$ cat src/rtl/inst_fetcher_pkg.sv
// Shared definitions for the instruction fetcher.
//   - Default widths for the PC/memory address and the instruction word.
//   - Width and type of the byte issue/receive/outstanding counters.
//   - Fetcher state encoding.
package inst_fetcher_pkg;

  localparam int DEF_ADDR_WIDTH     = 32;
  localparam int DEF_INST_WIDTH     = 32;
  localparam int DEF_BYTES_PER_INST = DEF_INST_WIDTH / 8;

  // Counters only need to reach BYTES_PER_INST (4).
  localparam int CNT_WIDTH = 3;
  typedef logic [CNT_WIDTH-1:0] cnt_t;

  typedef enum logic [1:0] {
    IDLE  = 2'd0,
    FETCH = 2'd1,
    HOLD  = 2'd2,
    DRAIN = 2'd3
  } fetch_state_t;

endpackage

$ cat src/rtl/inst_fetcher_byte_asm.sv
// Little-endian byte assembler for one instruction word.
// Ports:
//   clk, rst          clock, asynchronous active-high reset
//   clear             empty the buffer and restart at lane 0
//   wr_en, wr_data    write one returned byte into the next lane
//   word_next         buffered word with the incoming byte already merged
//   count             number of lanes written so far (receive count)
module inst_byte_assembler
  import inst_fetcher_pkg::*;
#(
  parameter int BYTES = DEF_BYTES_PER_INST
) (
  input  logic               clk,
  input  logic               rst,
  input  logic               clear,
  input  logic               wr_en,
  input  logic [7:0]         wr_data,
  output logic [BYTES*8-1:0] word_next,
  output cnt_t               count
);

  logic [BYTES*8-1:0] word;

  // Merge the incoming byte combinationally so the top can capture the
  // completed word on the same edge the last byte arrives.
  always_comb begin
    word_next = word;
    for (int i = 0; i < BYTES; i++) begin
      if (wr_en && (count == cnt_t'(i))) begin
        word_next[i*8 +: 8] = wr_data;
      end
    end
  end

  always_ff @(posedge clk or posedge rst) begin
    if (rst) begin
      word  <= '0;
      count <= '0;
    end else if (clear) begin
      word  <= '0;
      count <= '0;
    end else if (wr_en && (count < cnt_t'(BYTES))) begin
      word  <= word_next;
      count <= count + cnt_t'(1);
    end
  end

endmodule

$ cat src/rtl/inst_fetcher.sv
// Instruction fetcher: reads one instruction byte by byte through an
// arbitrated, pipelined memory port, assembles it little-endian and holds it
// for the IF/ID register while stalling the PC during the fetch.
// Ports:
//   clk, rst                 clock, asynchronous active-high reset
//   pc                       fetch address from the PC register
//   flush                    redirect; abort the current fetch
//   id_stall                 downstream cannot take the instruction
//   mem_req, mem_addr        byte read request and its address
//   mem_gnt                  arbiter accepted the request this cycle
//   mem_rvalid, mem_rdata    in-order byte response
//   inst, inst_pc            assembled instruction and its address
//   inst_valid               inst/inst_pc valid, held until accepted
//   if_stall                 freeze the PC while high
//
// state | meaning
// IDLE  | latch pc, clear byte buffer, start requesting next cycle
// FETCH | issue byte reads (pipelined), collect responses
// HOLD  | instruction presented, wait for id_stall low
// DRAIN | after a flush, swallow responses still in flight
module inst_fetcher
  import inst_fetcher_pkg::*;
#(
  parameter int ADDR_WIDTH     = DEF_ADDR_WIDTH,
  parameter int INST_WIDTH     = DEF_INST_WIDTH,
  parameter int BYTES_PER_INST = DEF_BYTES_PER_INST
) (
  input  logic                  clk,
  input  logic                  rst,
  input  logic [ADDR_WIDTH-1:0] pc,
  input  logic                  flush,
  input  logic                  id_stall,
  output logic                  mem_req,
  output logic [ADDR_WIDTH-1:0] mem_addr,
  input  logic                  mem_gnt,
  input  logic                  mem_rvalid,
  input  logic [7:0]            mem_rdata,
  output logic [INST_WIDTH-1:0] inst,
  output logic [ADDR_WIDTH-1:0] inst_pc,
  output logic                  inst_valid,
  output logic                  if_stall
);

  localparam cnt_t NBYTES    = cnt_t'(BYTES_PER_INST);
  localparam cnt_t LAST_BYTE = cnt_t'(BYTES_PER_INST - 1);

  fetch_state_t          state;
  logic [ADDR_WIDTH-1:0] fetch_pc;
  cnt_t                  issue_cnt;
  cnt_t                  out_cnt;
  cnt_t                  recv_cnt;
  cnt_t                  issue_next;
  cnt_t                  out_next;
  logic                  gnt_fire;
  logic                  rsp_fire;
  logic                  lane_wr;
  logic                  word_done;
  logic                  asm_clear;
  logic [INST_WIDTH-1:0] word_next;

  assign gnt_fire = mem_req && mem_gnt;

  // A response is only honoured when one is actually owed; stray rvalid
  // pulses (including anything that predates a reset) are dropped.
  assign rsp_fire = mem_rvalid && (out_cnt != '0) &&
                    ((state == FETCH) || (state == DRAIN));

  assign issue_next = issue_cnt + cnt_t'(gnt_fire);
  // A grant in the same cycle as a flush is still owed a response.
  assign out_next   = out_cnt + cnt_t'(gnt_fire) - cnt_t'(rsp_fire);

  assign lane_wr   = rsp_fire && (state == FETCH);
  assign word_done = lane_wr && (recv_cnt == LAST_BYTE);
  assign asm_clear = (state == IDLE);

  // Combinational so the PC is released in the very cycle the instruction
  // is accepted.
  assign if_stall = (state != HOLD) || id_stall;

  inst_byte_assembler #(
    .BYTES (BYTES_PER_INST)
  ) u_byte_asm (
    .clk       (clk),
    .rst       (rst),
    .clear     (asm_clear),
    .wr_en     (lane_wr),
    .wr_data   (mem_rdata),
    .word_next (word_next),
    .count     (recv_cnt)
  );

  always_ff @(posedge clk or posedge rst) begin
    if (rst) begin
      state      <= IDLE;
      fetch_pc   <= '0;
      issue_cnt  <= '0;
      out_cnt    <= '0;
      mem_req    <= 1'b0;
      mem_addr   <= '0;
      inst       <= '0;
      inst_pc    <= '0;
      inst_valid <= 1'b0;
    end else if (flush) begin
      mem_req    <= 1'b0;
      inst_valid <= 1'b0;
      issue_cnt  <= '0;
      out_cnt    <= out_next;
      state      <= (out_next != '0) ? DRAIN : IDLE;
    end else begin
      unique case (state)
        IDLE: begin
          fetch_pc  <= pc;
          mem_addr  <= pc;
          mem_req   <= 1'b1;
          issue_cnt <= '0;
          out_cnt   <= '0;
          state     <= FETCH;
        end
        FETCH: begin
          issue_cnt <= issue_next;
          out_cnt   <= out_next;
          mem_req   <= (issue_next < NBYTES);
          if (gnt_fire && (issue_next < NBYTES)) begin
            mem_addr <= fetch_pc + ADDR_WIDTH'(issue_next);
          end
          if (word_done) begin
            inst       <= word_next;
            inst_pc    <= fetch_pc;
            inst_valid <= 1'b1;
            state      <= HOLD;
          end
        end
        HOLD: begin
          if (!id_stall) begin
            inst_valid <= 1'b0;
            state      <= IDLE;
          end
        end
        DRAIN: begin
          out_cnt <= out_next;
          if (out_next == '0) begin
            state <= IDLE;
          end
        end
        default: state <= IDLE;
      endcase
    end
  end

endmodule
$ cat config.mk
export PLATFORM = sky130hd
export DESIGN_NAME = inst_fetcher
export DESIGN_NICKNAME = d
export VERILOG_FILES = /design/src/rtl/inst_fetcher_pkg.sv /design/src/rtl/inst_fetcher_byte_asm.sv /design/src/rtl/inst_fetcher.sv
export SDC_FILE = /design/constraint.sdc
export NUM_CORES = 1
export LEC_CHECK = 0
export BUFFER_PORTS_ARGS = -buffer_cell sky130_fd_sc_hd__buf_2
export CAP_MARGIN = 40
export CORE_MARGIN = 2
export CORE_UTILIZATION = 58
export CTS_BUF_LIST = sky130_fd_sc_hd__clkbuf_8
export DETAILED_ROUTE_END_ITERATION = 10
export GPL_TIMING_DRIVEN = 0
export PLACE_DENSITY = 0.82
export SYNTH_ARGS = -nofsm -noshare
export SYNTH_HDL_FRONTEND = slang
export SYNTH_HIERARCHICAL = 1
export SYNTH_SLANG_ARGS = --single-unit
$ cat constraint.sdc
create_clock -name clk -period 4.8 [get_ports clk]
set_clock_uncertainty 0.1 [all_clocks]
set_input_delay 0.24 -clock clk [delete_from_list [all_inputs] [get_ports clk]]
set_output_delay 0.24 -clock clk [all_outputs]
set_load 0.03 [all_outputs]
==> impl_metrics.csv, run 1 <==
group,metric,value,unit
die,ios,145,
clock_tree,cts_setup_buffers,0,
drt,ant_nets,0,
synth,yosys_warnings,6,
finish,final_area,9910,sq um
setup_path,r2r_end,"mem_addr[17]",
place,place_area,9110,sq um
pwr,powerDensity,479,nW/um^2
die,die_h,122,um
synth,synthXorXnorAreaFrac,0.0314,
setup_path,critical_path_class,"reg2reg",
die,die-area,14900,sq um
clock_tree,path_clk_slew,0.09,ns
synth,synth_flop_cell,"dfrtp_1",
synth,synth_nets,783,
synth,avgSynthCellArea,11.2,sq um
setup_path,cp.required,5.05,ns
synth,synth_compound_area_frac,0.0718,
timing,max_freq,0.289,GHz
drt,routed_wl,19700,um
synth,ys_seq_area_frac,0.534,
drt,wl_per_cell,17.6,um
clock_tree,cts_max_level,4,
timing,relSlewSlack,0.402,
place,globalplace.congestion,0.798,
clock_tree,cts_hold_buf,41,
die,num_rows,43,
clock_tree,root_buffer,"clkbuf_8",
timing,final_hold_viol_count,0,
clock_tree,clkSinkCount,173,
timing,fin_crit,3.46,ns
finish,drive_gt1_frac,0.264,
drt,drt_iter0_markers,427,
pwr,power.leakage,5.26,nW
setup_path,arrival,3.71,ns
timing,rsz0062_at_grt,"no",
setup_path,r2r_slack,1.34,ns
hold_path,min_to,"state[1]",
drt,num_vias,6262,
finish,nets,989,
timing,whs,0.0805,ns
finish,fin_util,0.720,
synth,synth_top_area_share,0.534,
finish,area.growth.synth_to_final,22.3,%
place,port_buffers,144,
synth,async_flop_share,1.00,
setup_path,r2r_start,"mem_req",
grt,overflow,0,
setup_path,cp-start-kind,"register",
setup_path,reg2reg_depth,11,
timing,tightest_slew,0.891,ns
die,start_util,0.588,
clock_tree,cts_made_buffers,17,
job,maxCapViolations,0,
synth,yosysMostFrequentCell,"dfrtp_1",
synth,synth_top_family_by_area,"simple AND/OR/NAND/NOR gates",
status,status,"finished, final reports clean",
synth,ys_top_cells_by_area,"dfrtp_1 53%, mux2_1 6.8%, nand2_1 6.5%, mux2_4 3.9%, mux2_2 3.6%",
die,die_w,122,um
pwr,peakVddDrop,426,uV
synth,yosys.area_share.simple,0.154,
clock_tree,cts_tree,"built",
timing,finalCritPeriodShare,0.721,
synth,synthCells,723,
grt,grt_antenna_before_repair,0,
grt,grt_pass1_vias,6255,
hold_path,hold_class,"in2reg",
clock_tree,cts_resized,0,
place,detailed_place_hpwl,13500,um
synth,synth-seq-cells,173,
synth,yosys.area_share.adder,0.0235,
clock_tree,clockBufferDepth,2,
die,core_area,13800,sq um
drt,vias_per_cell,5.58,
hold_path,min_path_cells,3,
finish,num_antenna_cells,0,
timing,finalSetupViolCount,0,
synth,synth_cell_types,56,
synth,syn_area,8100,sq um
timing,drv_slew,0,
synth,synth-edff-count,0,
setup_path,end_kind,"register",
grt,grt_pass1_wl,31600,um
setup_path,critPathMaxFanout,6,
clock_tree,clock_latency,0.46,ns
synth,yosysTopAreaCell,"dfrtp_1",
synth,synth_mux_area_frac,0.151,
finish,num-fill-cells,971,
grt,grt_use_total,0.276,
synth,synth.top_cells.by_count,"173 x dfrtp_1, 140 x nand2_1, 49 x mux2_1",
grt,grt_max_degree,81,
drt,drc,0,
drt,first_pass_iters,5,
hold_path,min_from,"id_stall",
==> cell usage in the layout (no fill, tap or decap), types with 6 or more instances in the layout <==
cell,Yosys,routed
dfrtp_1,173,173
buf_2,8,152
nand2_1,140,140
mux2_1,49,49
dlygate4sd3_1,0,41
o21ai_0,35,35
nor2b_1,27,27
mux2_2,26,26
clkbuf_1,23,23
nor2_1,22,22
a21oi_1,21,21
mux2_4,21,21
xor2_1,20,20
clkbuf_8,0,20
inv_1,17,18
a22oi_1,14,14
nand3_1,13,13
nand4_1,12,12
ha_1,12,12
xnor2_1,9,9
nor3_1,9,9
buf_6,7,7
mux2i_1,6,6
==> worst max path at each step <==
stage                     slack, ns            to     from
after global routing           1.12  mem_addr[25]  mem_req
final                          1.34  mem_addr[17]  mem_req
after CTS                      1.47  mem_addr[17]  mem_req
after global placement        -0.86    inst_pc[6]      rst
after floorplan                0.76   fetch_pc[0]      rst
after detailed placement       1.46  mem_addr[17]  mem_req
==> registers in the layout, indices dropped and copies added (netlist names) <==
name,count
u_byte_asm/count,3
inst_pc,32
inst,32
u_byte_asm/word,32
inst_valid,1
fetch_pc,32
mem_req,1
out_cnt,3
mem_addr,32
issue_cnt,3
state,2
==> area by class of cell <==
type,instances,area [sq um],area share
flip-flops and latches,173,4330,0.437
multi-input cells,493,3500,0.353
repair buffers,187,1190,0.120
clock buffers,20,275,0.0278
well taps,180,225,0.0227
plain buffers,40,213,0.0215
clock inverters,12,119,0.0120
inverters,17,68.8,0.00694
==> report_power, final <==
| part | internal [mW] | total (mW) | switching (mW) | leakage, nW |
|---|---|---|---|---|
| Sequential | 1.83 | 2.14 | 0.318 | 2.29 |
| Clock | 0.499 | 1.02 | 0.523 | 0.215 |
| Combinational | 0.647 | 1.59 | 0.939 | 2.75 |
==> critical path, cell delays in order, from the launching register on <==
cell and delay (ns):
dfrtp_1 0.39, and2_1 0.20, ha_1 0.20, ha_1 0.22
xnor2_1 0.21, inv_1 0.10, ha_1 0.27, a211oi_1 0.77
nor4_1 0.19, mux2i_1 0.16, a2111oi_0 0.44, nor2_1 0.09
==> layer usage <==
layer / vias to the layer above / global-route usage / wire [um]
met5: - / 0 / 0
met3: 36 / 0.0534 / 1100
met2: 234 / 0.465 / 9750
met4: 0 / 0.0927 / 430
li1: 2897 / - / -
met1: 3095 / 0.360 / 8450
==> logic make-up after synthesis <==
group,after synthesis
buf+inv,57
simple gates,254
xor+xnor,29
compound gates,94
fa+ha+maj,14
mux,102
flops,173
==> per-stage QoR <==
step                      std cells  setup WS [ns]  power (mW)  setup TNS, ns
after CTS                      1122           1.47        4.75              0
after global placement         1047         -0.861        3.63        -117.89
after floorplan                 723          0.764        3.24              0
after global routing           1122           1.12        5.03              0
after detailed placement       1049           1.46        3.70              0
final                          1122           1.34        4.75              0
No activity file was read; power rests on OpenSTA's default activity.
==> run 2: changes to the inputs <==
--- a/config.mk
+++ b/config.mk
@@ -5,14 +5,15 @@
 export SDC_FILE = /design/constraint.sdc
 export NUM_CORES = 1
 export LEC_CHECK = 0
+export ABC_AREA = 1
 export BUFFER_PORTS_ARGS = -buffer_cell sky130_fd_sc_hd__buf_2
 export CAP_MARGIN = 40
 export CORE_MARGIN = 2
-export CORE_UTILIZATION = 58
+export CORE_UTILIZATION = 59
 export CTS_BUF_LIST = sky130_fd_sc_hd__clkbuf_8
 export DETAILED_ROUTE_END_ITERATION = 10
 export GPL_TIMING_DRIVEN = 0
-export PLACE_DENSITY = 0.82
+export PLACE_DENSITY = 0.83
 export SYNTH_ARGS = -nofsm -noshare
 export SYNTH_HDL_FRONTEND = slang
 export SYNTH_HIERARCHICAL = 1
==> constraint.sdc (replaced) <==
create_clock -name clk -period 3.49 [get_ports clk]
set_clock_uncertainty 0.1 [all_clocks]
set_input_delay 0.1745 -clock clk [delete_from_list [all_inputs] [get_ports clk]]
set_output_delay 0.1745 -clock clk [all_outputs]
set_load 0.03 [all_outputs]
==> run 2 against run 1 <==
Die area grew 4.4%. Sequential power grew 39%. Utilization grew 0.25 points. Clock power grew 45%. Highest routed layer unchanged. Sequential cell count is the same. Synthesized cell count grew 57%. Setup slack lost 0.74 ns. Routed wire length grew 20%. Register-to-register slack lost 0.74 ns. Via count grew 31%. Sequential share of layout area shrank 2.1 points. Clock-buffer cell count is the same.
==> impl_metrics.csv, run 2 <==
group,metric,value,unit
status,status,"finished, final reports clean",
drt,first_pass_iters,5,
timing,drv_slew,0,
setup_path,end_kind,"register",
setup_path,critical_path_class,"reg2reg",
synth,synth_flop_cell,"dfrtp_1",
synth,synth_nets,1194,
finish,area.growth.synth_to_final,20.9,%
pwr,p_int,4.34,mW
synth,synthCells,1134,
timing,tightest_slew,0.809,ns
synth,synth-seq-cells,173,
job,maxCapViolations,0,
die,num_rows,44,
finish,num-fill-cells,1132,
place,globalplace.congestion,0.967,
die,ios,145,
die,die_w,125,um
timing,final.setup.tns,0,ns
setup_path,r2r_end,"mem_addr[30]",
clock_tree,clkSinkCount,173,
die,start_util,0.597,
timing,relSlewSlack,0.459,
finish,multiInputGateArea,3520,sq um
hold_path,hold_class,"in2reg",
pwr,power.leakage,5.75,nW
synth,yosys_warnings,6,
finish,seqCellArea,4330,sq um
synth,avgSynthCellArea,7.60,sq um
place,detailed_place_hpwl,17100,um
pwr,p_switching,3.40,mW
synth,synth-edff-count,0,
place,placed_cells,1466,
synth,ys_seq_area_frac,0.502,
finish,num_antenna_cells,0,
timing,final_hold_viol_count,0,
clock_tree,clockBufferDepth,2,
place,port_buffers,143,
pwr,peakVddDrop,345,uV
die,core_area,14400,sq um
clock_tree,cts_tree,"built",
synth,synth.top_cells.by_count,"404 x nand2_1, 173 x dfrtp_1, 127 x nor2_1",
timing,finalSetupViolCount,0,
synth,synth_top_area_share,0.502,
drt,drc,0,
synth,async_flop_share,1.00,
grt,grt_pass1_wl,38800,um
hold_path,min_from,"mem_rdata[6]",
clock_tree,cts_hold_buf,34,
drt,routed_wl,23700,um
clock_tree,path_clk_slew,0.09,ns
finish,final_common_cell,"nand2_1",
setup_path,critPathMaxFanout,6,
place,pre_cts_ws,0.621,ns
grt,grt_pass1_vias,7910,
clock_tree,root_buffer,"clkbuf_8",
finish,fin_util,0.722,
clock_tree,cts_setup_buffers,0,
timing,finalCritPeriodShare,0.827,
pwr,swShare,0.439,
grt,grt_max_degree,40,
synth,yosysTopAreaCell,"dfrtp_1",
clock_tree,cts_made_buffers,17,
timing,setup_slack,0.603,ns
die,die_h,125,um
finish,instances_no_fill,1532,
hold_path,min_path_cells,5,
grt,grt_antenna_before_repair,0,
timing,fin_crit,2.89,ns
drt,vias_per_cell,5.35,
drt,drt_iter0_markers,699,
die,die-area,15600,sq um
grt,overflow,0,
setup_path,r2r_start,"mem_req",
setup_path,cp.required,3.76,ns
setup_path,arrival,3.15,ns
grt,grt_use_total,0.312,
setup_path,cp-start-kind,"register",
finish,drive_gt1_frac,0.169,
pwr,power_frac_seq,0.385,
drt,wl_per_cell,15.4,um
setup_path,reg2reg_depth,16,
pwr,clkPwrFrac,0.192,
drt,num_vias,8190,
timing,rsz0062_at_grt,"no",
timing,max_freq,0.346,GHz
clock_tree,cts_resized,0,
pwr,powerDensity,743,nW/um^2
finish,nets,1395,
synth,yosysMostFrequentCell,"nand2_1",
drt,ant_nets,0,
synth,ys_top_cells_by_area,"dfrtp_1 50%, nand2_1 18%, nor2_1 5.5%, inv_1 5.4%, nand3_1 4.8%",
synth,synth_cell_types,31,
synth,syn_area,8620,sq um
clock_tree,clock_latency,0.47,ns
finish,mostFrequentLayoutCells,"404 x nand2_1, 173 x dfrtp_1, 170 x buf_2, 127 x nor2_1, 125 x inv_1",
hold_path,min_to,"u_byte_asm/word[22]",
pwr,comb_power_share,0.424,
setup_path,r2r_slack,0.60,ns
clock_tree,cts_max_level,4,
[run 2: cell types whose count changed in the layout (fill, tap and decap cells not counted), moves of 49 or more]
cell / previous run / this run
nand2_1: 140 / 404
inv_1: 18 / 125
nor2_1: 22 / 127
nand3_1: 13 / 82
mux2_1: 49 / 0
[run 2: cell families (layout without fill, tap and decap cells)]
group | after synthesis | count (layout) | synth area share
xor gates and xnor gates | 5 | 5 | 0.00508
buffers and inverters | 178 | 392 | 0.0889
adders and majority gates | 14 | 14 | 0.0221
DFF | 173 | 173 | 0.502
and+or+nand+nor | 648 | 648 | 0.310
AOI/OAI and AO/OA | 116 | 116 | 0.0713
[run 2: stage by stage]
step	power, mW	area [sq um]	hold WS, ns
2_1_floorplan	5.26	8620	0.195
3_3_place_gp	6.08	9570	0.303
3_5_place_dp	6.19	9660	0.145
4_1_cts	7.70	10400	0.0411
5_1_grt	8.25	10400	0.0777
6_report	7.74	10400	0.0682
[run 2: critical path, stage by stage (launching register included)]
cell     delay (ns)
dfrtp_1        0.42
nand2_1        0.15
inv_1          0.06
ha_1           0.18
ha_1           0.29
inv_1          0.07
fa_1           0.41
inv_1          0.09
nand3_1        0.06
nand2_1        0.18
nand2_1        0.22
nor2_1         0.24
nand2_1        0.07
nand2_1        0.06
nand3_1        0.06
nand2_1        0.08
nand2_1        0.05
[run 2: layout make-up]
class | count | area share
Buffer | 51 | 0.0277
Clock buffer | 20 | 0.0264
Clock inverter | 12 | 0.0139
Inverter | 127 | 0.0461
Multi-Input combinational cell | 783 | 0.338
Sequential cell | 173 | 0.416
Tap cell | 184 | 0.0221
Timing Repair Buffer | 182 | 0.110
[run 2: power groups by stage]
stage                     Sequential, mW  Combinational, mW  Clock (mW)
final                               2.98               3.28        1.48
after CTS                           2.96               3.25        1.49
after detailed placement            3.00               3.20           0
after global routing                3.04               3.63        1.58
after global placement              2.98               3.10           0
after floorplan                     3.40               1.86           0
[run 2: routing by layer]
layer	vias to the layer above	routed length, um	global-route usage	share of wire
met5	-	0	0	0
met4	0	766	0.135	0.032
met3	57	1500	0.0550	0.063
met2	351	11700	0.536	0.50
met1	3834	9650	0.389	0.41
li1	3948	-	-	-
[run 2: worst max path at each step]
stage             from            to  cells after the start
2_1_floorplan  mem_req  mem_addr[30]                     16
3_3_place_gp       rst   inst_pc[20]                      2
3_5_place_dp   mem_req  mem_addr[30]                     16
4_1_cts        mem_req  mem_addr[30]                     16
5_1_grt        mem_req  mem_addr[30]                     16
6_report       mem_req  mem_addr[30]                     16
==> run 3: changes to the inputs <==
==> constraint.sdc (replaced) <==
create_clock -name clk -period 2.8 [get_ports clk]
set_clock_uncertainty 0.1 [all_clocks]
set_input_delay 0.14 -clock clk [delete_from_list [all_inputs] [get_ports clk]]
set_output_delay 0.14 -clock clk [all_outputs]
set_load 0.03 [all_outputs]
==> run 3 against run 2 <==
Final area up 0.82%. Routed wire length up 0.30%. Sequential power up 24%. Register-to-register slack lost 0.48 ns. Critical endpoint is now mem_addr[28].
==> impl_metrics.csv, run 3 (synthesis results as in run 2) <==
group,metric,value,unit
setup_path,slowest_delay,0.42,ns
grt,grt_use_total,0.312,
finish,multiInputGateArea,3590,sq um
finish,area.growth.synth_to_final,21.9,%
drt,drt_iter0_markers,728,
setup_path,r2r_end,"mem_addr[28]",
setup_path,cp-startpoint,"mem_req",
pwr,power.leakage,5.76,nW
die,die_h,125,um
drt,first_pass_iters,6,
grt,grt_antenna_before_repair,0,
grt,met1_usage,0.388,
timing,finalCritPeriodShare,0.958,
finish,num-fill-cells,1118,
die,ios,145,
drt,routed_wl,23700,um
setup_path,r2r_start,"mem_req",
pwr,peakVddDrop,430,uV
timing,final_hold_viol_count,0,
die,core_area,14400,sq um
drt,vias_per_cell,5.37,
setup_path,critPathMaxFanout,6,
drt,wl_per_cell,15.5,um
clock_tree,clkSinkCount,173,
finish,num_antenna_cells,0,
timing,tightest_slew,0.808,ns
timing,drv_slew,0,
timing,whs,0.0363,ns
setup_path,cp-start-kind,"register",
timing,relSlewSlack,0.460,
clock_tree,root_buffer,"clkbuf_8",
setup_path,cp.required,3.05,ns
die,die-area,15600,sq um
finish,instances_no_fill,1534,
setup_path,cp_num_cells,16,
timing,finalSetupViolCount,0,
grt,grtUsageMet3,0.0554,
drt,ant_nets,0,
hold_path,hold_class,"in2reg",
finish,mostFrequentLayoutCells,"400 x nand2_1, 173 x dfrtp_1, 170 x buf_2, 123 x inv_1, 121 x nor2_1",
clock_tree,cts_made_buffers,17,
job,maxCapViolations,0,
grt,grt_pass1_vias,7937,
place,globalplace.congestion,0.967,
drt,num_vias,8230,
finish,drive_gt1_frac,0.182,
setup_path,arrival,2.94,ns
finish,fin_util,0.728,
timing,max_freq,0.373,GHz
grt,grt_max_degree,40,
setup_path,critical_path_class,"reg2reg",
timing,rsz0062_at_grt,"yes",
grt,grt_pass1_wl,38900,um
setup_path,end_kind,"register",
die,start_util,0.597,
setup_path,cp_slowest_cell,"dfrtp_1",
setup_path,crit_path_cell_trace,"nand2_2 > inv_1 > ha_1 > ha_1 > inv_1 > fa_1 > inv_1 > nand3_1 > nand2_4 > inv_1 > nor2_4 > nand2_1 > nand2_1 > nand3_1 > nand2_1 > nand2_1",
timing,fin_crit,2.68,ns
setup_path,critical-path-top-delay-family,"simple AND/OR/NAND/NOR gates",
finish,final_common_cell,"nand2_1",
clock_tree,clockBufferDepth,2,
setup_path,r2r_slack,0.12,ns
drt,drc,0,
grt,grtUsageMet2,0.531,
timing,setup_slack,0.118,ns
pwr,powerDensity,920,nW/um^2
grt,overflow,0,
setup_path,endpoint,"mem_addr[28]",
place,pre_cts_ws,-0.0693,ns
grt,grt.busiest_layer,"met2",
status,status,"finished, final reports clean",
setup_path,reg2reg_depth,16,
place,port_buffers,143,
place,detailed_place_hpwl,17100,um
setup_path,critPathBufInv,4,
clock_tree,cts_tree,"built",
place,placed_cells,1466,
die,num_rows,44,
finish,seqCellArea,4330,sq um
clock_tree,clock_latency,0.47,ns
clock_tree,cts_max_level,4,
die,die_w,125,um
clock_tree,path_clk_slew,0.09,ns
finish,nets,1397,
-- run 3: cell count changes in the layout (fill, tap and decap cells not counted), sizes merged --
cell  delta
buf      +2
-- run 3: metal layers --
layer / share of wire / wire, um
met3: 0.068 / 1610
met4: 0.043 / 1010
met2: 0.49 / 11600
met5: 0 / 0
met1: 0.40 / 9520
-- run 3: through the flow --
stage	TNS [ns]	area [sq um]	total power [mW]
floorplan	0	8620	6.56
global placement	-5.18	9570	7.58
detailed placement	-0.239	9660	7.72
CTS	-0.0132	10400	9.59
global route	-0.497	10500	10.3
finish	0	10500	9.67
-- run 3: where the power goes --
part	switching, mW	leakage (nW)	internal [mW]
sequential	0.496	2.27	3.22
clock	0.899	0.217	0.945
combinational	2.85	3.27	1.26
-- run 3: what timing repair did --
item,CTS,global route
gates resized for setup,5,16
hold endpoints to repair,124,0
pin swaps,0,3
endpoints found under the setup margin,8,23
hold buffers,34,0
buffers inserted,0,2
cloned,0,0
-- run 3: worst register-to-register path, stage by stage, from the launching register on --
cell and delay, ns:
dfrtp_1 0.42, nand2_2 0.12, inv_1 0.05, ha_1 0.17
ha_1 0.30, inv_1 0.07, fa_1 0.41, inv_1 0.09
nand3_1 0.12, nand2_4 0.14, inv_1 0.09, nor2_4 0.17
nand2_1 0.07, nand2_1 0.06, nand3_1 0.07, nand2_1 0.08
nand2_1 0.05
-- run 3: final cells by class --
class                      count  share of cell area
tap                          184              0.0219
clock buffer                  20              0.0262
clock inverter                12              0.0138
timing repair buffer         184               0.111
multi-input combinational    783               0.342
sequential                   173               0.412
buffer                        51              0.0275
inverter                     127              0.0458
-- run 3: how the worst min path moves through the flow --
stage | slack, ns | cells past startpoint | to | start
floorplan | 0.16 | 2 | fetch_pc[0] | pc[0]
global placement | 0.27 | 3 | fetch_pc[8] | pc[8]
detailed placement | 0.11 | 2 | u_byte_asm/word[0] | rst
CTS | 0.007 | 4 | state[1] | id_stall
global route | 0.04 | 5 | inst[30] | mem_rvalid
finish | 0.04 | 5 | u_byte_asm/word[22] | mem_rdata[6]
